$ cat config.mk
export PLATFORM = sky130hd
export DESIGN_NAME = frame_serializer
export DESIGN_NICKNAME = d
export VERILOG_FILES = /design/src/rtl/frame_serializer_pkg.sv /design/src/rtl/gap_down_counter.sv /design/src/rtl/frame_serializer.sv
export SDC_FILE = /design/constraint.sdc
export NUM_CORES = 1
export LEC_CHECK = 0
export BUFFER_PORTS_ARGS = -buffer_cell sky130_fd_sc_hd__buf_2
export CORE_MARGIN = 2
export CORE_UTILIZATION = 40
export DETAILED_ROUTE_END_ITERATION = 10
export PLACE_DENSITY_LB_ADDON = 0.25
export SETUP_SLACK_MARGIN = 0.2
export SKIP_LAST_GASP = 1
export SLEW_MARGIN = 40
export SYNTH_ARGS = -nofsm -noshare
export SYNTH_HDL_FRONTEND = slang
export SYNTH_SLANG_ARGS = --single-unit
$ cat constraint.sdc
create_clock -name i_clk -period 3.7 [get_ports i_clk]
set_clock_uncertainty 0.1 [all_clocks]
set_input_delay 0.555 -clock i_clk [delete_from_list [all_inputs] [get_ports i_clk]]
set_output_delay 0.555 -clock i_clk [all_outputs]
set_load 0.1 [all_outputs]
$ cat src/rtl/frame_serializer_pkg.sv
`default_nettype none
// ============================================================================
// Module      : frame_serializer_pkg
// Description : Shared types and constants for the frame serializer and its
//               idle-spacing helpers.
// Revision    : 1.0 - initial release
// ============================================================================
package frame_serializer_pkg;

  // Serializer control states
  typedef enum logic [1:0] {
    ST_IDLE  = 2'd0,
    ST_SHIFT = 2'd1,
    ST_GAP   = 2'd2
  } state_t;

  // Width of the inter-frame gap counter (gap of up to 15 idle cycles)
  localparam int GAP_CNT_W = 4;

  // Default frame width, matched to the downstream consumer's 10-bit registers
  localparam int DEFAULT_WIDTH = 10;

  // Bit-counter width: enough to hold WIDTH-1, never narrower than one bit
  function automatic int cnt_width(input int w);
    return (w < 2) ? 1 : $clog2(w);
  endfunction

endpackage
`default_nettype wire

$ cat src/rtl/gap_down_counter.sv
`default_nettype none
// ============================================================================
// Module      : gap_down_counter
// Description : Loadable down-counter with enable and zero flag; used to time
//               idle spacing between frames. Saturates at zero.
// Revision    : 1.0 - initial release
// ============================================================================
module gap_down_counter
  import frame_serializer_pkg::*;
#(
  parameter int CNT_W = GAP_CNT_W
) (
  input  logic             clk,
  input  logic             rst_n,
  input  logic             load,
  input  logic [CNT_W-1:0] load_val,
  input  logic             en,
  output logic             zero
);

  logic [CNT_W-1:0] count;

  // Load has priority over counting; counting stops at zero
  always_ff @(posedge clk or negedge rst_n) begin
    if (!rst_n) begin
      count <= '0;
    end else if (load) begin
      count <= load_val;
    end else if (en && (count != '0)) begin
      count <= count - CNT_W'(1);
    end
  end

  assign zero = (count == '0);

endmodule
`default_nettype wire

$ cat src/rtl/frame_serializer.sv
`default_nettype none
// ============================================================================
// Module      : frame_serializer
// Description : Accepts WIDTH-bit words over valid/ready and shifts them out
//               one bit per cycle, with optional frame-start/frame-last
//               strobes and a programmable idle gap between frames.
// Revision    : 1.0 - initial release
// ============================================================================
module frame_serializer
  import frame_serializer_pkg::*;
#(
  parameter int WIDTH     = DEFAULT_WIDTH,
  parameter int IDLE_GAP  = 1,
  parameter int MSB_FIRST = 0
) (
  input  logic             i_clk,
  input  logic             i_rst_n,
  input  logic             i_valid,
  output logic             o_ready,
  input  logic [WIDTH-1:0] i_data,
  output logic             o_port_b,
`ifdef DEFINE_A
  output logic             o_port_a,
  output logic             o_port_c,
`endif
  output logic             o_busy
);

  localparam int CW = cnt_width(WIDTH);
  localparam logic [GAP_CNT_W-1:0] GAP_LOAD =
    (IDLE_GAP > 0) ? GAP_CNT_W'(IDLE_GAP - 1) : '0;

  state_t           state;
  state_t           state_nxt;
  logic [WIDTH-1:0] shreg;
  logic [WIDTH-1:0] shreg_nxt;
  logic [CW-1:0]    bit_cnt;
  logic [CW-1:0]    cnt_nxt;
  logic             accept;
  logic             last_bit;
  logic             gap_load;
  logic             gap_en;
  logic             gap_zero;

  // Bit currently at the output end of a word
  function automatic logic head_bit(input logic [WIDTH-1:0] v);
    return (MSB_FIRST != 0) ? v[WIDTH-1] : v[0];
  endfunction

  // Word with the head bit consumed
  function automatic logic [WIDTH-1:0] shift_once(input logic [WIDTH-1:0] v);
    return (MSB_FIRST != 0) ? (v << 1) : (v >> 1);
  endfunction

  // Ready depends only on state and counter, never on i_valid
  always_comb begin
    last_bit = (state == ST_SHIFT) && (bit_cnt == '0);
    o_ready  = (state == ST_IDLE) || (last_bit && (IDLE_GAP == 0));
    accept   = i_valid && o_ready;
  end

  // Next-state, shift-register and counter update
  always_comb begin
    state_nxt = state;
    shreg_nxt = shreg;
    cnt_nxt   = bit_cnt;
    gap_load  = 1'b0;
    gap_en    = 1'b0;
    case (state)
      ST_IDLE: begin
        if (accept) begin
          shreg_nxt = i_data;
          cnt_nxt   = CW'(WIDTH - 1);
          state_nxt = ST_SHIFT;
        end
      end
      ST_SHIFT: begin
        shreg_nxt = shift_once(shreg);
        if (bit_cnt != '0) begin
          cnt_nxt = bit_cnt - CW'(1);
        end else if (IDLE_GAP > 0) begin
          gap_load  = 1'b1;
          state_nxt = ST_GAP;
        end else if (accept) begin
          // back-to-back frame: reload without a bubble
          shreg_nxt = i_data;
          cnt_nxt   = CW'(WIDTH - 1);
        end else begin
          state_nxt = ST_IDLE;
        end
      end
      ST_GAP: begin
        gap_en = 1'b1;
        if (gap_zero) begin
          state_nxt = ST_IDLE;
        end
      end
      default: begin
        state_nxt = ST_IDLE;
      end
    endcase
  end

  // State, datapath and registered serial outputs
  always_ff @(posedge i_clk or negedge i_rst_n) begin
    if (!i_rst_n) begin
      state    <= ST_IDLE;
      shreg    <= '0;
      bit_cnt  <= '0;
      o_port_b <= 1'b0;
      o_busy   <= 1'b0;
    end else begin
      state    <= state_nxt;
      shreg    <= shreg_nxt;
      bit_cnt  <= cnt_nxt;
      o_port_b <= (state_nxt == ST_SHIFT) ? head_bit(shreg_nxt) : 1'b0;
      o_busy   <= (state_nxt != ST_IDLE);
    end
  end

  gap_down_counter #(
    .CNT_W(GAP_CNT_W)
  ) u_gap_cnt (
    .clk     (i_clk),
    .rst_n   (i_rst_n),
    .load    (gap_load),
    .load_val(GAP_LOAD),
    .en      (gap_en),
    .zero    (gap_zero)
  );

`ifdef DEFINE_A
  // Frame-start marks the first bit after an accept; frame-last marks count 0
  always_ff @(posedge i_clk or negedge i_rst_n) begin
    if (!i_rst_n) begin
      o_port_a <= 1'b0;
      o_port_c <= 1'b0;
    end else begin
      o_port_a <= (state_nxt == ST_SHIFT) && accept;
      o_port_c <= (state_nxt == ST_SHIFT) && (cnt_nxt == '0);
    end
  end
`endif

endmodule
`default_nettype wire

# ---- After elaboration in Yosys (flattened, before gate mapping)
# Cells that the tools add are included.
# Widths: inputs -> output; s select.
dict set report totals {
  romBits 0
  latchBits 0
  input_bits 13
  mem_bits_rw 0
  mem_count 0
  output_inout_bits 3
  reg_bits 22
  word_cells 40
}
dict set report classes {
  n_addsub 2
  shifts 0
  reduce_logical 11
  n_mux 15
  div 0
  bitwise 0
  multipliers 0
  eq_ne 5
  magnitude_cmp 0
}
# cell n
set op_table {}
lappend op_table {{$pmux 10 s2} 1}
lappend op_table {{$mux 4} 4}
lappend op_table {{$mux 10} 1}
lappend op_table {{$pmux 4 s2} 1}
lappend op_table {{$reduce_bool 4->1} 2}
lappend op_table {{$sub 4x1->4 const B} 2}
lappend op_table {{$mux 2} 3}
lappend op_table {{$pmux 2 s3} 1}
lappend op_table {{$reduce_bool 2->1} 3}
lappend op_table {{$eq 2x1->1 const B} 2}
lappend op_table {{$logic_not 4->1} 1}
lappend op_table {{$mux 1} 4}
lappend op_table {{$ne 2x1->1 const B} 2}
lappend op_table {{$reduce_and 3->1} 1}
lappend op_table {{$eq 2x2->1 const B} 1}
lappend op_table {{$logic_and 1x1->1} 2}
lappend op_table {{$logic_not 2->1} 1}
lappend op_table {{$reduce_and 2->1} 1}

# ---- Logic depth before layout (Yosys ltp)
# Gate-level depths: netlist (run 1).
dict set report depth {
  ltp_word 6
  depth_mapped 5
}

# ---- Cells and area by module
# From an unflattened synthesis (run 1), not the netlist that was laid out.
dict set report hier_totals {
  cells_unflattened 117
  area_unflattened_um2 1107.3
}
# mod instances cells_each area_each_um2
set modules_own_cells {}
lappend modules_own_cells {frame_serializer 1 90 837.1}
lappend modules_own_cells {gap_down_counter 1 27 270.3}

# ---- Least setup slack after synthesis (run 1)
# Ideal clock, no wire load.
dict set report synth_timing {
  path_type {register -> output}
  from {register state[0]}
  to {output o_ready}
  t_required_ps 3045
  n_path_buf 2
  stages_incl_launch_ff 4
  setup_slack_ps 1106
  arrival_ps 1939
  path_cell_list {dfrtp_1 -> buf_6 -> clkbuf_1 -> nor2_1}
}
dict set report synth_between {
  elab_chain_cells 1
}
# element line
set synth_lines {}
lappend synth_lines {{from (decl)} frame_serializer.sv:33} ;# state_t state;
lappend synth_lines {{from (signal assigned)} frame_serializer.sv:113} ;# state <= state_nxt;
lappend synth_lines {{$logic_not 2->1} frame_serializer.sv:58} ;# o_ready = (state == ST_IDLE) || (last_bit && (IDLE_GAP == 0));
lappend synth_lines {{to (decl)} frame_serializer.sv:19} ;# output logic o_ready,
# No other way between the ends.

# ---- Worst setup path in the final report (run 1)
# Ends and elaborated chain as after synthesis.

==> summary.txt, run 1 <==
Critical path
  • Reg-to-Reg Start: state[0]$_DFF_PN0_
  • CP max-delay cell: dfrtp_1
  • Crit end category: output port
  • CP Cell Sequence: nor2_1, buf_2
  • Crit path DAT: 1.50 ns
  • Crit Path Category: register to output port
  • Setup slack, reg-to-reg: 1.89 ns
  • WP data required: 3.04 ns
  • Worst r2r path cells: 3
  • Worst-path maximum fanout: 18
  • Largest stage delay on the critical path: 0.60 ns
  • Worst reg2reg endpoint: o_port_b$_DFF_PN0_
  • Crit path launch type: register

Synth
  • Sequential fraction of the synthesis area: 0.504
  • Synth Area per Inst: 10.2 um^2
  • Cell area after synthesis: 0.00104 mm^2
  • Mapped Nets: 118
  • Flops & latches, synth: 21
  • Top FF cell, synth: dfrtp_1
  • Synthesis Warnings: 0
  • EDFF count, synth: 0
  • Asr flop ratio synth: 1.00
  • Mapped Cells: 102
  • Library cells used by synthesis: 28

Min path
  • Hold Path Class: input port to async pin

Placement
  • GP Congestion: 0.765
  • DP Cell Count: 141
  • Dpl hpwl: 1.33 mm
  • PortBufs: 15

Clock tree
  • Setup repair bufs after CTS: 0
  • Worst-case clock buffer depth: 2
  • Clock Latency Late Sink: 0.30 ns
  • Hold-fix buffers, CTS: 0
  • H-tree levels: 1
  • Clock slew at reported path FFs: 0.12 ns
  • Sink Count: 21
  • Post-CTS resize count: 0
  • CTS buffer count: 3
  • TritonCTS clock tree: done
  • Root buffer cell: clkbuf_4

STA
  • Slew of the pin with the lowest slew margin: 0.590 ns
  • Fin crit period: 2.15 ns
  • Fin. Hold Viols: 0
  • Final worst path period share: 0.582
  • Setup TNS after final layout: 0 ns
  • Final Setup Violations: 0
  • RSZ-0062 raised after global routing: no
  • Slew headroom: 0.606
  • Fmax: 465 MHz
  • Final Max Slew Viols: 0

Global routing
  • Overflow after GRT: 0
  • GRT Util Overall: 0.147
  • Initial antenna violation count: 0
  • Vias in the first global route: 747
  • First-pass GRT wire length: 3.15 mm
  • Largest net degree at the start of global routing: 22

Power and ir drop
  • Power Density: 707 mW/mm^2
  • Leak: 0.000529 uW
  • Worst VDD drop: 352 uV
  • Power Total: 809 uW

Routing
  • Antenna Violating Nets Remaining: 0
  • Remaining DRCs: 0
  • Avg WL per Cell: 12.6 um
  • Drt initial violations: 5
  • Post-Route WL: 1.82 mm
  • Drt pass-1 iters: 4
  • Vias per inst: 5.35
  • DR vias: 776

Cells and area
  • FF+latch area: 526 um^2
  • Post-layout net count: 132
  • Fillers: 251
  • Share of cells above drive strength 1: 0.183
  • Area growth syn-to-layout: 9.71%
  • Multi-input logic area: 460 um^2
  • # diodes: 0
  • Post-route insts no fill: 145

Floorplan
  • CORE AREA: 0.00248 mm^2
  • Full die area: 0.00303 mm^2
  • Die Y: 55.1 um
  • Die W: 55.1 um
  • FP Rows: 18
  • Ports: 16
  • Effective utilization at floorplan: 0.421

Status
  • Outcome: finished, final reports clean

Run
  • Number of max-cap violations: 0
-- report_power, final --
part / internal [uW] / switching, uW
Combinational: 124 / 204
Sequential: 301 / 70.2
Clock: 40.3 / 68.9
-- logic make-up (layout without fill, tap and decap cells) --
family          after synthesis  count (layout)  synth area share
simple gates                 34              34             0.179
compound gates               28              28             0.177
flops                        21              21             0.504
buf+inv                      11              24            0.0552
mux                           5               5            0.0492
fa+ha+maj                     3               3            0.0360
-- synthesized netlist by cell type (all sizes together) (3+ instances only) --
cell | n | share of area
dfrtp | 21 | 0.50
ha | 3 | 0.036
nand2 | 11 | 0.040
inv | 5 | 0.018
nand3 | 3 | 0.014
o21ai | 14 | 0.067
mux2i | 4 | 0.038
nor2 | 4 | 0.014
a22oi | 9 | 0.065
buf | 3 | 0.026
clkbuf | 3 | 0.011
or3b | 3 | 0.028
nor2b | 4 | 0.024
nor3 | 3 | 0.014
-- stage by stage --
| step | setup slack, ns | cell area, um^2 | hold WS [ns] | util |
|---|---|---|---|---|
| 4_1_cts | 1.52 | 1140 | 0.0899 | 0.462 |
| 3_5_place_dp | 1.87 | 1120 | 0.364 | 0.451 |
| 5_1_grt | 1.45 | 1140 | 0.0955 | 0.462 |
| 6_report | 1.55 | 1140 | 0.0761 | 0.462 |
| 2_1_floorplan | 1.11 | 1040 | 0.159 | - |
| 3_3_place_gp | 1.89 | 1120 | 0.357 | 0.451 |
-- metal layers --
layer / global-route usage / part of all wire / routed length, um / vias up
li1: - / - / - / 390
met1: 0.194 / 0.47 / 856 / 371
met2: 0.238 / 0.49 / 893 / 13
met3: 0.0161 / 0.032 / 59 / 2
met4: 0.0732 / 0.0077 / 14 / 0
met5: 0 / 0 / 0 / -
-- placed cells by master, fill, tap and decap left out, drive strengths merged, types with 3 or more instances in the layout --
cell / netlist / final
clkbuf: 3 / 3
nor2b: 4 / 4
nand2: 11 / 11
dfrtp: 21 / 21
nor2: 4 / 4
a22oi: 9 / 9
o21ai: 14 / 14
nand3: 3 / 3
or3b: 3 / 3
mux2i: 4 / 4
inv: 5 / 5
ha: 3 / 3
buf: 3 / 15
nor3: 3 / 3
-- worst max-delay path by stage --
stage | cells past startpoint | startpoint | endpoint | slack, ns
after floorplan | 3 | state[0]$_DFF_PN0_ | o_ready | 1.11
after global placement | 2 | state[0]$_DFF_PN0_ | o_ready | 1.89
after detailed placement | 2 | state[0]$_DFF_PN0_ | o_ready | 1.87
after CTS | 2 | state[0]$_DFF_PN0_ | o_ready | 1.52
after global routing | 2 | state[0]$_DFF_PN0_ | o_ready | 1.45
final | 2 | state[0]$_DFF_PN0_ | o_ready | 1.55
-- layout make-up --
cell class / instances / area share
well taps: 30 / 0.0328
clock buffers: 3 / 0.0197
flip-flops and latches: 21 / 0.459
clock inverters: 1 / 0.00437
repair buffers: 15 / 0.0656
inverters: 5 / 0.0164
multi-input cells: 70 / 0.402
-- worst max-delay path, delay by kind of cell, from the launching register on --
| family | cells | cell delay [ns] |
|---|---|---|
| flops | 1 | 0.60 |
| buf+inv | 1 | 0.44 |
| simple gates | 1 | 0.16 |
-- state kept, by name, indices dropped and copies added (netlist names) --
name / cells
state: 2
o_port_b: 1
bit_cnt: 4
shreg: 9
u_gap_cnt.count: 4
o_busy: 1
No activity file was read; power rests on OpenSTA's default activity.
==> run 2, diff against run 1 <==
==> constraint.sdc (replaced) <==
create_clock -name i_clk -period 2.1 [get_ports i_clk]
set_clock_uncertainty 0.1 [all_clocks]
set_input_delay 0.315 -clock i_clk [delete_from_list [all_inputs] [get_ports i_clk]]
set_output_delay 0.315 -clock i_clk [all_outputs]
set_load 0.1 [all_outputs]
==> run 2 against run 1 <==
Die area is the same; sequential power grew 70%; non-clock buffer count grew 4; count of clock-buffer cells in the layout grew 1; register-to-register slack lost 1.5 ns; via count grew 0.77%; critical endpoint unchanged.
==> summary.txt, run 2 (synthesized netlist as in run 1, its figures left out) <==
Status
  • Outcome: finished, final reports clean (unchanged)

Global routing
  • GRT Util Overall: 0.158 (was 0.147)
  • Initial antenna violation count: 0 (unchanged)
  • Vias in the first global route: 741 (was 747)
  • Overflow after GRT: 0 (unchanged)
  • Largest net degree at the start of global routing: 22 (unchanged)
  • First-pass GRT wire length: 3.38 mm (was 3.15 mm)

Run
  • Number of max-cap violations: 0 (unchanged)

Clock tree
  • H-tree levels: 1 (unchanged)
  • CTS buffer count: 3 (unchanged)
  • Setup repair bufs after CTS: 0 (unchanged)
  • Clock Latency Late Sink: 0.30 ns (about the same)
  • Clock slew at reported path FFs: 0.12 ns (about the same)
  • Root buffer cell: clkbuf_4 (unchanged)
  • TritonCTS clock tree: done (unchanged)
  • Sink Count: 21 (unchanged)
  • Worst-case clock buffer depth: 2 (unchanged)

STA
  • Fin. Hold Viols: 0 (unchanged)
  • Setup TNS after final layout: 0 ns (unchanged)
  • Final Setup Violations: 0 (unchanged)
  • Hold Slack: 0.205 ns (was 0.0761 ns)
  • Slew headroom: 0.666 (was 0.606)
  • Final Max Slew Viols: 0 (unchanged)
  • RSZ-0062 raised after global routing: no (unchanged)
  • Final worst path period share: 0.852
  • Fmax: 559 MHz
  • Fin crit period: 1.79 ns
  • Slew of the pin with the lowest slew margin: 0.500 ns (was 0.590 ns)

Critical path
  • CP Cell Sequence: buf_4, nor2_2, buf_4 (was nor2_1, buf_2)
  • Crit path DAT: 1.37 ns (was 1.50 ns)
  • Crit path launch type: register (unchanged)
  • Largest stage delay on the critical path: 0.51 ns (was 0.60 ns)
  • CP Buf/Inv Count: 2 (was 1)
  • Crit end category: output port (unchanged)
  • Top delay family on crit path: flip-flops (unchanged)
  • Crit path top cell by count: buf_4
  • Worst-path maximum fanout: 11 (was 18)
  • CP max-delay cell: dfrtp_2 (was dfrtp_1)
  • Crit Path Category: register to output port (unchanged)
  • WP data required: 1.68 ns (was 3.04 ns)

Floorplan
  • Die W: 55.1 um (unchanged)
  • CORE AREA: 0.00248 mm^2 (unchanged)
  • Die Y: 55.1 um (unchanged)
  • Ports: 16 (unchanged)
  • Full die area: 0.00303 mm^2 (unchanged)
  • Effective utilization at floorplan: 0.421 (unchanged)
  • FP Rows: 18 (unchanged)

Power and ir drop
  • Power Density: 1240 mW/mm^2 (was 707 mW/mm^2)
  • Combinational power share: 0.434 (was 0.406)
  • Pint: 851 uW (was 466 uW)
  • Worst VDD drop: 827 uV (was 352 uV)
  • Power share of the sequential group: 0.434 (was 0.459)
  • Sw Share: 0.417 (was 0.424)
  • Leak: 0.000545 uW (was 0.000529 uW)
  • Clk pwr share: 0.132 (was 0.135)
  • Switching power total: 609 uW (was 343 uW)

Routing
  • Antenna Violating Nets Remaining: 0 (unchanged)
  • DR vias: 782 (was 776)
  • Vias per inst: 5.25 (was 5.35)
  • Wl on met1: 911 um (was 856 um)
  • Remaining DRCs: 0 (unchanged)
  • Met2 WL: 908 um (was 893 um)
  • Drt pass-1 iters: 4 (unchanged)
  • Post-Route WL: 1.91 mm (was 1.82 mm)
  • Met3 wire len: 70 um (was 59 um)
  • Uppermost layer routed: met4 (unchanged)
  • Drt initial violations: 16 (was 5)
  • Avg WL per Cell: 12.8 um (was 12.6 um)

Min path
  • Hold Path Class: input port to register (was input port to async pin)

Cells and area
  • Final Instance Area: 0.00118 mm^2 (was 0.00114 mm^2)
  • Most frequent cells in the layout: dfrtp_1, o21ai_0, buf_2 (was dfrtp_1, buf_2, o21ai_0)
  • Top reg by flops: shreg (unchanged)
  • # diodes: 0 (unchanged)
  • Area growth syn-to-layout: 13.3% (was 9.71%)
  • Most common cell after layout, fill and taps aside: dfrtp_1 (unchanged)
  • Share of cells above drive strength 1: 0.210 (was 0.183)
  • Biggest regs: shreg (9), bit_cnt (4), u_gap_cnt.count (4) (unchanged)
  • Largest register FFs: 9 (unchanged)
  • Post-layout net count: 136 (was 132)

Placement
  • GP Congestion: 0.793 (was 0.765)
  • Dpl hpwl: 1.40 mm (was 1.33 mm)
  • PortBufs: 15 (unchanged)
  • Dpl cell area: 0.00114 mm^2 (was 0.00112 mm^2)
==> run 2: changes by cell type in the layout (fill, tap and decap cells not counted) <==
cell,before,now
buf_2,15,14
dfrtp_2,0,1
clkinv_2,1,0
nor2_1,4,3
clkbuf_1,0,1
dfrtp_1,21,20
buf_4,0,4
nor2_2,0,1
dlygate4sd3_1,0,1
==> run 2: metrics by stage <==
step,util,instances,setup slack (ns),power [uW]
6_report,0.477,149,0.311,1460
5_1_grt,0.477,149,0.237,1590
4_1_cts,0.477,149,0.224,1480
3_5_place_dp,0.461,144,0.371,1280
3_3_place_gp,0.461,144,0.405,1250
2_1_floorplan,-,102,0.205,1150
==> run 2: path summary, 6_finish.rpt <==
kind,from,to,slack [ns],depth (start not counted)
max in group asynchronous,i_rst_n,state[0]$_DFF_PN0_,1.17,2
min in group asynchronous,i_rst_n,bit_cnt[2]$_DFFE_PN0P_,0.39,2
max reg2reg,bit_cnt[0]$_DFFE_PN0P_,bit_cnt[1]$_DFFE_PN0P_,0.35,5
max,state[0]$_DFF_PN0_,o_ready,0.31,3
min,i_data[2],shreg[2]$_DFFE_PN0P_,0.20,3
min reg2reg,u_gap_cnt.count[3]$_DFFE_PN0P_,u_gap_cnt.count[3]$_DFFE_PN0P_,0.38,1
==> run 2: area by class of cell <==
cell class	instances	area, um^2
timing repair buffer	19	110
inverter	5	18.8
clock buffer	4	26.3
sequential	21	527
multi-input combinational	70	463
tap	30	37.5
fill	248	1290
==> run 2: repair_timing <==
action / in CTS / in global routing
endpoints found under the hold margin: 21 / 0
pin swaps: 0 / 0
cloned: 0 / 0
gates resized for setup: 1 / 1
hold buffers: 1 / 0
setup endpoints to repair: 1 / 1
==> run 2: per-layer routing <==
layer,GRT usage,vias up
met5,0,-
met4,0.0488,0
met3,0.0349,2
met2,0.266,13
met1,0.203,372
li1,-,395
==> run 2: power by group through the flow <==
stage / Combinational [uW] / Sequential (uW) / Clock [uW]
final: 634 / 633 / 193
after global routing: 710 / 656 / 225
after detailed placement: 637 / 640 / 0
after floorplan: 455 / 695 / 0
after global placement: 617 / 636 / 0
after CTS: 645 / 632 / 202
==> run 2: tightest hold or removal path, cell delays in order <==
cell     delay [ns]
buf_2          0.08
a22oi_1        0.05
o21ai_0        0.13
